--- src/rtl/simple_unpacker.sv ---
// Splits OUT_SIZE-wide words from a small FIFO into two IN_SIZE-wide beats,
// low beat first, with m_last marking the high beat.
module simple_unpacker #(
    parameter int IN_SIZE  = 4,
    parameter int OUT_SIZE = IN_SIZE + 1,
    parameter int DEPTH    = 4
) (
    input  logic                         clk,
    input  logic                         rst,
    input  logic                         s_valid,
    output logic                         s_ready,
    input  logic [OUT_SIZE-1:0]          s_data,
    output logic                         m_valid,
    input  logic                         m_ready,
    output logic [IN_SIZE-1:0]           m_data,
    output logic                         m_last,
    output logic [$clog2(DEPTH+1)-1:0]   level
);
    localparam int AW = $clog2(DEPTH);
    localparam int PW = AW + 1;
    localparam int LW = $clog2(DEPTH + 1);

    generate
        if (OUT_SIZE <= IN_SIZE || OUT_SIZE > 2 * IN_SIZE) begin : g_bad_width
            $error("simple_unpacker: OUT_SIZE must satisfy IN_SIZE < OUT_SIZE <= 2*IN_SIZE");
        end
        if (DEPTH < 2 || (DEPTH & (DEPTH - 1)) != 0) begin : g_bad_depth
            $error("simple_unpacker: DEPTH must be a power of two >= 2");
        end
    endgenerate

    typedef enum logic [1:0] {IDLE, LO, HI} state_t;

    state_t              state;
    logic [OUT_SIZE-1:0] mem [DEPTH];
    logic [OUT_SIZE-1:0] hold;
    logic [PW-1:0]       wr_ptr;
    logic [PW-1:0]       rd_ptr;
    logic                full;
    logic                empty;
    logic                push;
    logic                pop;

    assign full  = (wr_ptr[AW] != rd_ptr[AW]) && (wr_ptr[AW-1:0] == rd_ptr[AW-1:0]);
    assign empty = (wr_ptr == rd_ptr);
    // Readiness looks only at the registered pointers, so a same-cycle pop never frees a slot.
    assign s_ready = !rst && !full;
    assign push    = s_valid && s_ready;
    assign pop     = !empty && ((state == IDLE) || (state == HI && m_ready));
    assign level   = LW'(wr_ptr - rd_ptr);

    always_ff @(posedge clk or posedge rst) begin
        if (rst) begin
            for (int i = 0; i < DEPTH; i++) mem[i] <= '0;
        end else if (push) begin
            mem[wr_ptr[AW-1:0]] <= s_data;
        end
    end

    always_ff @(posedge clk or posedge rst) begin
        if (rst) begin
            wr_ptr <= '0;
            rd_ptr <= '0;
            hold   <= '0;
            state  <= IDLE;
        end else begin
            if (push) wr_ptr <= wr_ptr + 1'b1;
            if (pop) begin
                rd_ptr <= rd_ptr + 1'b1;
                hold   <= mem[rd_ptr[AW-1:0]];
            end
            case (state)
                IDLE: if (!empty) state <= LO;
                LO:   if (m_ready) state <= HI;
                HI:   if (m_ready) state <= empty ? IDLE : LO;
                default: state <= IDLE;
            endcase
        end
    end

    always_comb begin
        m_valid = (state != IDLE);
        m_last  = (state == HI);
        m_data  = '0;
        case (state)
            LO:      m_data = hold[IN_SIZE-1:0];
            HI:      m_data = IN_SIZE'(hold[OUT_SIZE-1:IN_SIZE]);
            default: m_data = '0;
        endcase
    end
endmodule

--- config.mk ---
export PLATFORM = sky130hd
export DESIGN_NAME = simple_unpacker
export DESIGN_NICKNAME = d
export VERILOG_FILES = /design/src/rtl/simple_unpacker.sv
export SDC_FILE = /design/constraint.sdc
export NUM_CORES = 1
export LEC_CHECK = 0
export ABC_AREA = 1
export ABC_CLOCK_PERIOD_IN_PS = 2150
export BUFFER_PORTS_ARGS = -buffer_cell sky130_fd_sc_hd__buf_2
export CORE_MARGIN = 2
export CORE_UTILIZATION = 45
export CTS_CLUSTER_DIAMETER = 40
export DETAILED_ROUTE_END_ITERATION = 10
export HOLD_SLACK_MARGIN = 0.1
export SYNTH_ARGS = -nofsm -noshare
export SYNTH_HDL_FRONTEND = slang
export SYNTH_SLANG_ARGS = --single-unit
--- constraint.sdc ---
create_clock -name clk -period 2.15 [get_ports clk]
set_input_delay 0.215 -clock clk [delete_from_list [all_inputs] [get_ports clk]]
set_output_delay 0.215 -clock clk [all_outputs]
set_load 0.01 [all_outputs]
**After elaboration in Yosys (flattened, before gate mapping)**

Cells that the tools add are included.

- Output and inout bits: 10
- Flip-flop bits (word level): 33
- Word-level logic and storage cells: 49
- Bits of input ports: 9

- Equal/unequal tests: 8
- Reductions and logical operators: 13
- Add/sub/neg operators: 3
- $lt $le $gt $ge: 3
- Muxes and demuxes: 12
- Bitwise logic cells: 2

Operator list:

| kind | count |
|---|---|
| bitwise mux 20 bit | 1 |
| 2-to-1 mux 5 bit | 3 |
| binary-select mux 5 bit (select 2 bit) | 1 |
| demux 5 bit (select 2 bit) | 1 |
| one-hot mux 4 bit (2 select lines) | 1 |
| adder 3 x 1 -> 3 bit, second input constant | 2 |
| >= comparator 3 bit, second input constant | 2 |
| logical AND 1 bit | 6 |
| 2-to-1 mux 2 bit | 3 |
| != test 2 bit, second input constant | 3 |
| NOT 2 -> 3 bit | 2 |
| one-hot mux 2 bit (3 select lines) | 1 |
| equality test 3 bit | 1 |
| logical NOT 1 bit | 3 |
| < comparator 3 x 1 -> 1 bit, second input constant | 1 |
| AND reduction 3 bit | 1 |
| subtractor 3 bit | 1 |
| equality test 2 x 1 -> 1 bit, second input constant | 1 |
| equality test 2 bit | 1 |
| equality test 2 bit, second input constant | 1 |
| logical NOT 2 bit | 1 |
| nonzero test 2 bit | 1 |
| logical OR 1 bit | 1 |
| 2-to-1 mux 1 bit | 1 |
| != test 1 bit | 1 |

**Longest topological paths before layout**

Gate-level depths: netlist (run 1).

- Word-level depth: 6
- Gate-level depth with buffers: 10

**Worst setup path before layout (run 1)**

No wires, ideal clock.

- Kind: input-to-reg
- Start: input port rst
- End: register mem[0] (netlist bit)
- Data arrival time: 1.560 ns
- Library setup time: 0.118 ns
- Setup slack: 0.472 ns
- Data required time: 2.032 ns
- Path buffers: 0
- Cell stages on the path: 4
- Path through: inv_1 > nand4_1 > nand2_1 > nand2_1

- Cells in the longest elaborated chain, start to end: 3

Ends and longest elaborated chain:

| element | line | RTL |
|---|---|---|
| from (decl) | 9 | `input logic rst,` |
| logical NOT 1 bit (no source line) | - |  |
| logical AND 1 bit | 47 | `assign s_ready = !rst && !full;` |
| logical AND 1 bit | 48 | `assign push = s_valid && s_ready;` |
| to (signal, indexed assignment) | 56 | `mem[wr_ptr[AW-1:0]] <= s_data;` |
| to (decl) | 35 | `logic [OUT_SIZE-1:0] mem [DEPTH];` |

Every way passes these cells.
A chain may end at the register's enable or synchronous reset.

**Worst setup path after layout (run 1)**

- Start: register rd_ptr[0]
- End: output port level[2]

- Cells in the longest elaborated chain, start to end: 1

Ends and longest elaborated chain:

| element | line | RTL |
|---|---|---|
| from (decl) | 38 | `logic [PW-1:0] rd_ptr;` |
| from (signal assigned) | 69 | `rd_ptr <= rd_ptr + 1'b1;` |
| subtractor 3 bit | 50 | `assign level = LW'(wr_ptr - rd_ptr);` |
| to (decl) | 17 | `output logic [$clog2(DEPTH+1)-1:0] level` |

Every way passes these cells.

==> metrics.md, run 1 <==
| Metric | Value |
|---|---|
| Status | complete, no violations |
| Worst EP arrival | about 1800 ps |
| Setup bufs post-CTS | 0 |
| Unrepaired setup endpoints after global routing | no |
| Hold Path Class | input port to flip-flop |
| Clock transition at path regs | 60 ps |
| Pre-CTS setup slack | 406.8 ps |
| Clock latency on the worst-skew pair | 290 ps |
| Critical path type | flip-flop to output port |
| Max-slew headroom | about 70% |
| Layout fillers | 373 |
| Post-layout net count | about 270 |
| Hold_buf cts | 1 |
| Antenna diodes | 0 |
| Max-cap viol count | 0 |
| Largest net degree at the start of global routing | 28 |
| Buffers on Ports | 18 |
| Psw | about 1400 µW |
| Sequential share of power | a little over a third |
| Final critical-path share of the clock period | between 90 and 100% |
| Synth top area cells | dfrtp_1 46%, nand2_1 21%, ha_1 8.4% |
| Lkg Pwr | approximately 0.0011 µW |
| Peak VDD IR | between 0.6 and 0.7 mV |
| Top cell type's share of synthesized area | a little under half |
| Reg2reg setup slack | roughly 410 ps |
| Max incr delay on CP | roughly 520 ps |
| Critical path startpoint | rd_ptr[0] |
| Ys flop type | dfrtp_1 |
| Overall via count from detail_route | 1450 |
| Gr ovfl total | 0 |
| CP cell instances | ha_1 > fa_1 > xor2_1 > buf_2 |
| Startpoint types | flip-flop |
| # IOs | 19 |
| R2r startpoint | rd_ptr[0] |
| Final hold viol count | 0 |
| Final setup margin | between 150 and 200 ps |
| Cts bufs inserted | 5 |
| Hpwl dp | slightly below 3 mm |
| Max Slew Vio Count | 0 |
| Post-CTS sizing | 0 |
| Die span in x | about 67 µm |
| Most frequent cell after synthesis | nand2_1 |
| Vias in the first global route | roughly 1400 |
| Internal power | about 1700 µW |
| Crit path max fanout | 13 |
| Sw Share | roughly 45% |
| Area delta synth->final | 13.86% |
| Die area | about 4500 µm² |
| Critical Path Sink Type | output port |
| Final setup vio count | 0 |
| FP Rows | 22 |
| 1st-iter DRT viols | 48 |
| Via density | 4.899 |
| ANT nets after route | 0 |
| Wirelength per Cell | roughly 13 µm |
| Routed wire length | slightly below 4 mm |
| Routability Congestion | roughly 0.83 |
| Setup Skew | around 4.7 ps |
| Layout cells sized above 1 | between 10 and 15% |
| Reg-to-Reg End | mem[0] |
| Hold_ws | 185.6 ps |
| Slowest CP cell | dfrtp_1 |
| Asr flop ratio synth | between 90% and 100% |
| Core box area | between 3000 and 4000 µm² |
| EDFF count, synth | 0 |
| Distinct cell type count after synthesis | 23 |
| Syn_area_per_cell | between 8 and 9 µm² |
| Clk sinks | 33 |
| Remaining DRCs | 0 |
| GRT Util Overall | between 20 and 25% |
| Tmin final | around 2000 ps |
| Slew @ Worst Pin | approximately 450 ps |
| Total negative setup slack | 0 ps |
| Initial antenna violation count | 0 |
| Area leader, netlist | dfrtp_1 |
| Register area share after synthesis | a little under half |
| Starting Density | a little under half |
| Post-synthesis cell area | approximately 1800 µm² |
| Comb power frac | roughly 49% |
| CTS tree | yes |
| Max clock buf depth | 2 |
| R2R cell count | 8 |
| Die Ht | between 60 and 70 µm |
| Post-synthesis register bit count | 33 |
| First-pass GRT wire length | approximately 6.6 mm |
| Post-synth top cells | 101 x nand2_1, 33 x dfrtp_1, 22 x inv_1 |
| Yosys warning count | 0 |
| CP endpoint | level[2] |
| Clock power share | 14.1% |
| Root buffer cell | clkbuf_8 |
| Power Density | 1545 nW/µm² |
| Post-Syn Nets | 243 |
| Post-Synthesis Cells | 221 |
| DR pass1 iterations | 4 |
| WP data required | approximately 1900 ps |
| CTS H-tree lvls | 2 |
| Fmax | 0.5047 GHz |
-- per-layer routing --
| layer | wire, µm | track usage (%) | vias to the layer above |
|---|---|---|---|
| met4 | 57 | 6.888 | 0 |
| met5 | 0 | 0 | - |
| met1 | 1821 | 25.40 | 678 |
| li1 | - | - | 743 |
| met2 | 1815 | 33.54 | 24 |
| met3 | 161 | 7.264 | 5 |
-- power by group through the flow --
stage / sequential [µW] / clock (µW) / combinational, µW
4_1_cts: 1150 / 461 / 1580
3_5_place_dp: 1160 / 0 / 1570
3_3_place_gp: 1160 / 0 / 1550
5_1_grt: 1190 / 493 / 1830
6_report: 1150 / 443 / 1550
2_1_floorplan: 1080 / 0 / 1180
-- final cells by class --
class | instances | area [µm²] | share of cell area [%]
flip-flops and latches | 33 | 825.8 | 40.57
multi-input cells | 163 | 865.8 | 42.53
clock buffers | 6 | 72.57 | 3.565
well taps | 48 | 60.06 | 2.950
inverters | 23 | 86.33 | 4.241
clock inverters | 2 | 10.01 | 0.4917
repair buffers | 21 | 115.1 | 5.655
-- how the worst min path moves through the flow --
stage          startpoint  slack [ps]   endpoint  cells after the start
6_report        s_data[4]         190     mem[4]                      3
5_1_grt         s_data[3]         190     mem[8]                      3
4_1_cts         s_data[4]         190     mem[4]                      3
3_5_place_dp          rst         250  wr_ptr[0]                      2
3_3_place_gp          rst         250  wr_ptr[1]                      2
2_1_floorplan   s_data[0]         320     mem[0]                      2
-- worst max-delay path, delay by kind of cell, from the launching register on --
| kind | cells | cell delay, ps |
|---|---|---|
| XOR/XNOR | 1 | 170 |
| flip-flops | 1 | 520 |
| buffers and inverters | 1 | 130 |
| adder cells (fa/ha/maj) | 2 | 660 |
-- cell families (layout without fill, tap and decap cells) --
family	Yosys count	count (layout)	share of synthesized area, %
buffers and inverters	25	52	5.388
AOI/OAI and AO/OA	21	21	6.718
adders and majority gates	13	13	9.517
xor gates and xnor gates	4	4	1.960
and+or+nand+nor	125	125	30.23
DFF	33	33	46.19
-- placed cells by master (no fill, tap or decap), drive strengths merged, types with 5 or more instances in the layout --
cell type,instances
buf,20
clkbuf,6
dfrtp,33
ha,12
inv,23
nand2,102
nand3,5
nor2,14
o21ai,12
o22ai,5
-- metrics by stage --
stage	util (%)	area (µm²)	cells	power [µW]
floorplan	-	1788	221	2264
global placement	51.91	1943	287	2705
detailed placement	51.91	1943	287	2728
CTS	54.38	2036	296	3191
global route	54.38	2036	296	3510
finish	54.38	2036	296	3145
-- flip-flops by register name (all words and copies together), names as in the netlist --
name / count
mem: 20
hold: 5
rd_ptr: 3
wr_ptr: 3
state: 2
(Power assumes the default switching activity.)
==> run 2: changes to the inputs <==
Settings changed: RECOVER_POWER from default to 50.
==> metrics.md, run 2 (synthesis results as in run 1) <==
| Metric | Value |
|---|---|
| Post-layout net count | 269 (unchanged) |
| FP Rows | 22 (unchanged) |
| Fmax | 0.5044 GHz (about the same) |
| Max clock buf depth | 2 (unchanged) |
| Overall via count from detail_route | 1446 (-0.28%) |
| Slew @ Worst Pin | 655.1 ps (+207.1 ps) |
| CP cell instances | ha_1 > fa_1 > xor2_1 > buf_2 |
| GRT Util Overall | 20.66% (unchanged) |
| Final hold viol count | 0 (unchanged) |
| Wirelength per Cell | 12.99 µm (-0.29%) |
| Via density | 4.885 (-0.28%) |
| Critical path type | flip-flop to output port |
| # IOs | 19 (unchanged) |
| Setup bufs post-CTS | 0 (unchanged) |
| Commonest non-fill, non-tap cells in the layout | 101 x nand2_1, 33 x dfrtp_1, 22 x inv_1, 12 x ha_1, 12 x buf_2 |
| Layout fillers | 375 (+0.54%) |
| Final cell count without fillers | 296 (unchanged) |
| Starting Density | 47.76% (unchanged) |
| Startpoint types | flip-flop |
| Status | complete, no violations |
| Total negative setup slack | 0 ps (unchanged) |
| Clk sinks | 33 (unchanged) |
| CTS H-tree lvls | 2 (unchanged) |
| Placed Area | 1943 µm² (unchanged) |
| Remaining DRCs | 0 (unchanged) |
| First-pass GRT wire length | 6.624 mm (unchanged) |
| DR pass1 iterations | 4 (unchanged) |
| Max reg flops | 20 (unchanged) |
| Root buffer cell | clkbuf_8 |
| Setup Skew | 4.578 ps (-0.08149 ps) |
| Register with the most flip-flops | mem |
| Hold_ws | 186.2 ps (+0.5740 ps) |
| Placed insts | 287 (unchanged) |
| Largest net degree at the start of global routing | 28 (unchanged) |
| Die Ht | 67.04 µm (unchanged) |
| Gr ovfl total | 0 (unchanged) |
| Buf/Inv on CP | 1 (unchanged) |
| Top Registers | mem: 20 flops, hold: 5 flops |
| Post-CTS sizing | 0 (unchanged) |
| Die span in x | 67.04 µm (unchanged) |
| Unrepaired setup endpoints after global routing | no |
| Cts bufs inserted | 5 (unchanged) |
| Hpwl dp | 2.910 mm (unchanged) |
| Lkg Pwr | 0.001107 µW (-2.0%) |
| Antenna diodes | 0 (unchanged) |
| Max-cap viol count | 0 (unchanged) |
| Routed wire length | 3.845 mm (-0.29%) |
| Max Slew Vio Count | 0 (unchanged) |
| Worst EP arrival | 1770 ps (about the same) |
| 1st-iter DRT viols | 50 (+4.2%) |
| Delay-heaviest family, CP | adder cells |
| Final setup vio count | 0 (unchanged) |
| Slowest CP cell | dfrtp_1 |
| Power Density | 1547 nW/µm² (+0.16%) |
| Final instance area | 2026 µm² (-0.49%) |
| WP data required | 1930 ps (about the same) |
| CTS tree | yes |
| Most common cell after layout, fill and taps aside | nand2_1 |
| Initial antenna violation count | 0 (unchanged) |
| Clock transition at path regs | 60 ps (about the same) |
| Max incr delay on CP | 520 ps (about the same) |
| Core box area | 3744 µm² (unchanged) |
| Tmin final | 1983 ps (+1.025 ps) |
| Reg2reg setup slack | 400 ps (about the same) |
| Final Total Pwr | 3135 µW (-0.33%) |
| ANT nets after route | 0 (unchanged) |
| Hold_buf cts | 1 (unchanged) |
| Buffers on Ports | 18 (unchanged) |
| Clock latency on the worst-skew pair | 280 ps (about the same) |
| Die area | 4494 µm² (unchanged) |
| Area delta synth->final | 13.30% |
| Max-slew headroom | 56.32% (-14 points) |
| Layout cells sized above 1 | 12.10% (-2.4 points) |
| Peak VDD IR | 0.6483 mV (about the same) |
| Hold Path Class | input port to flip-flop |
| Routability Congestion | 0.8344 (unchanged) |
| Critical Path Sink Type | output port |
| Vias in the first global route | 1434 (unchanged) |
| Crit path max fanout | 13 (unchanged) |
| Final critical-path share of the clock period | 92.21% (about the same) |
[run 2: cell types whose count changed in the layout (fill, tap and decap cells not counted)]
cell,change
buf_2,-6
clkbuf_1,+6
buf_4,-1
clkbuf_2,+1
[run 2: final timing paths]
kind,startpoint,end,depth (start not counted)
max,rd_ptr[0],level[2],4
min,s_data[4],mem[4],3
max reg2reg,rd_ptr[0],mem[12],7
min reg2reg,mem[10],mem[10],2
max in group asynchronous,rst,mem[11],4
min in group asynchronous,rst,wr_ptr[0],3
[run 2: report_power, final]
part           internal, µW  switching [µW]  total, µW  leakage [µW]
registers               922             230       1150      0.000413
logic                   577             962       1540      0.000649
clock network           224             219        443     0.0000450
[run 2: metal layers]
metal  global-route usage (%)  vias up  wire length (µm)
li1                         -      744                 -
met1                    25.40      670              1796
met2                    33.54       27              1812
met3                    7.264        5               178
met4                    6.888        0                57
met5                        0        -                 0
[run 2: cell type report]
type / count / area, µm² / area share [%]
clock inverters: 2 / 10.01 / 0.4941
repair buffers: 21 / 105.1 / 5.188
multi-input cells: 163 / 865.8 / 42.74
inverters: 23 / 86.33 / 4.262
clock buffers: 6 / 72.57 / 3.582
flip-flops and latches: 33 / 825.8 / 40.77
well taps: 48 / 60.06 / 2.965
[run 2: worst reg2reg max path: stages (launching register included)]
cell and delay (ps):
dfrtp_1 580, ha_1 320, nand2_1 60, inv_1 70, nand3_2 130, nand4_1 260
nand2_1 160, nand2_1 60
[run 2: through the flow]
step / setup slack [ps] / util, %
final: 167.5 / 54.11
after global routing: 58.58 / 54.11
after CTS: 151.6 / 54.38
after detailed placement: 406.8 / 51.91
after global placement: 479.2 / 51.91
after floorplan: 471.9 / -
==> run 3: changes to the inputs <==
Settings changed: ABC_CLOCK_PERIOD_IN_PS 2150 to 1600, PLACE_DENSITY from default to 0.66.
Clock period 2.15 ns to 1.6 ns, I/O delays scaled along.
==> metrics.md, run 3 (synthesis results as in run 1) <==
| Metric | Value |
|---|---|
| Unrepaired setup endpoints after global routing | yes |
| 1st-iter DRT viols | 78 (+56%) |
| Clk sinks | 33 (unchanged) |
| Final critical-path share of the clock period | 106.1% |
| Final hold viol count | 0 (unchanged) |
| # IOs | 19 (unchanged) |
| Post-layout net count | 284 (+5.6%) |
| Crit path max fanout | 2 (-11) |
| Max Slew Vio Count | 0 (unchanged) |
| Slowest CP cell | fa_2 |
| Max incr delay on CP | 510 ps (about the same) |
| Top Registers | mem: 20 flops, hold: 5 flops |
| Buffers on Ports | 18 (unchanged) |
| Max-cap viol count | 0 (unchanged) |
| Tmin final | ~1700 ps |
| Overall via count from detail_route | 1531 (+5.9%) |
| HP Start | s_data[0] |
| ANT nets after route | 0 (unchanged) |
| Max clock buf depth | 2 (unchanged) |
| Wirelength per Cell | 13.09 µm (+0.75%) |
| Startpoint types | flip-flop |
| Die area | 4494 µm² (unchanged) |
| Clock latency on the worst-skew pair | 290 ps (about the same) |
| Setup Skew | 4.329 ps (-0.2491 ps) |
| Max-slew headroom | 53.94% (-2.4 points) |
| Initial antenna violation count | 0 (unchanged) |
| FP Rows | 22 (unchanged) |
| Power Density | 2130 nW/µm² (+38%) |
| Remaining DRCs | 0 (unchanged) |
| Reg-to-Reg End | mem[4] |
| Critical path type | flip-flop to output port |
| CTS tree | yes |
| R2r startpoint | rd_ptr[1] |
| Status | finished with violations |
| Failing checks | setup timing |
| Commonest non-fill, non-tap cells in the layout | 99 x nand2_1, 32 x dfrtp_1, 18 x buf_2, 16 x inv_1, 15 x buf_4 |
| Routability Congestion | 0.7813 (-6.4%) |
| FF/Latch Area | 827.0 µm² (+0.15%) |
| Hold Path Stages | 3 (unchanged) |
| Buf/Inv on CP | 2 (+1) |
| Gr ovfl total | 0 (unchanged) |
| Starting Density | 47.76% (unchanged) |
| Lkg Pwr | 0.001189 µW (+7.4%) |
| Slew @ Worst Pin | 690.9 ps (+35.79 ps) |
| Clock transition at path regs | 70 ps (about the same) |
| Hold Path Sink | mem[10] |
| Vias in the first global route | 1399 (-2.4%) |
| WP data required | 1440 ps (-490 ps) |
| R2R cell count | 9 (+2) |
| Reg2reg setup slack | 50 ps (-350 ps) |
| Most common cell after layout, fill and taps aside | nand2_1 |
| Critical Path Sink Type | output port |
| Die Ht | 67.04 µm (unchanged) |
| CP cell instances | ha_4 > fa_2 > inv_1 > buf_2 |
| Hpwl dp | 2.773 mm (-4.7%) |
| GRT Util Overall | 20.87% (+0.21 points) |
| CTS H-tree lvls | 2 (unchanged) |
| DR pass1 iterations | 4 (unchanged) |
| Routed wire length | 4.070 mm (+5.9%) |
| Area delta synth->final | 23.16% |
| First-pass GRT wire length | 6.672 mm (+0.72%) |
| Peak VDD IR | 0.8493 mV (+31%) |
| Area of the multi-input gates | 917.1 µm² (+5.9%) |
| Final setup vio count | 2 (+2) |
| Register with the most flip-flops | mem |
| Final setup margin | -98.07 ps (-265.5 ps) |
| Hold Path Class | input port to flip-flop |
| Via density | 4.923 (+0.77%) |
| Fmax | 0.5889 GHz |
| Max reg flops | 20 (unchanged) |
| Cts bufs inserted | 5 (unchanged) |
| Layout fillers | 353 (-5.9%) |
| Hold_ws | 110.6 ps (-75.61 ps) |
| Root buffer cell | clkbuf_8 |
| Layout cells sized above 1 | 24.33% (+12 points) |
| Core Util, Final | 58.82% (+4.7 points) |
| Worst EP arrival | 1540 ps (-230 ps) |
| Die span in x | 67.04 µm (unchanged) |
| Largest net degree at the start of global routing | 32 (+14%) |
| Delay-heaviest family, CP | adder cells |
| Core box area | 3744 µm² (unchanged) |
| Antenna diodes | 0 (unchanged) |
-- run 3: how the worst max path moves through the flow --
stage,startpoint,to,slack [ps],cells after the start
floorplan,rd_ptr[1],mem[0],70,9
global placement,wr_ptr[1],mem[2],40,7
global route,rd_ptr[0],level[1],-130,4
CTS,rd_ptr[0],level[1],-90,4
detailed placement,wr_ptr[0],mem[2],40,8
finish,rd_ptr[0],level[1],-100,4
-- run 3: timing repair --
action | CTS | global route
gates resized for setup | 7 | 12
hold buffers | 1 | 0
setup endpoints to repair | 4 | 31
hold endpoints to repair | 2 | 0
pin swaps | 2 | 13
buffers inserted | 2 | 8
-- run 3: stage by stage --
stage          instances  power [µW]  setup TNS, ps  setup WS, ps  instance area, µm²
4_1_cts              303        4472         -121.4        -91.41                2117
2_1_floorplan        221        3044              0         73.11                1792
3_5_place_dp         292        3752              0         38.52                1984
3_3_place_gp         292        3717              0         41.63                1984
6_report             311        4690         -135.7        -98.07                2202
5_1_grt              311        5140          -1308        -130.4                2202
-- run 3: worst reg2reg max path, stage by stage (launching register included) --
cell and delay (ps):
dfrtp_1 370, inv_2 50, ha_1 280, nand2_1 80, inv_2 70, nand3_4 90, nand3_4 160, nor2_4 240
nand2_1 80, nand2_1 60
-- run 3: cell type report --
class,count,share of cell area (%)
Timing Repair Buffer,36,10.34
Tap cell,48,2.727
Multi-Input combinational cell,163,41.65
Clock buffer,6,3.295
Sequential cell,33,37.56
Inverter,23,3.977
Clock inverter,2,0.4545
-- run 3: power breakdown --
part | switching (µW) | internal (µW)
clock | 315 | 301
combinational | 1510 | 1070
sequential | 248 | 1240
-- run 3: layer usage --
layer / GRT usage, % / part of all wire (%) / vias to the layer above
met5: 0 / 0 / -
met4: 6.888 / 1.5 / 0
met3: 6.081 / 4.6 / 5
met2: 33.29 / 47 / 28
met1: 27.02 / 46 / 726
li1: - / - / 772
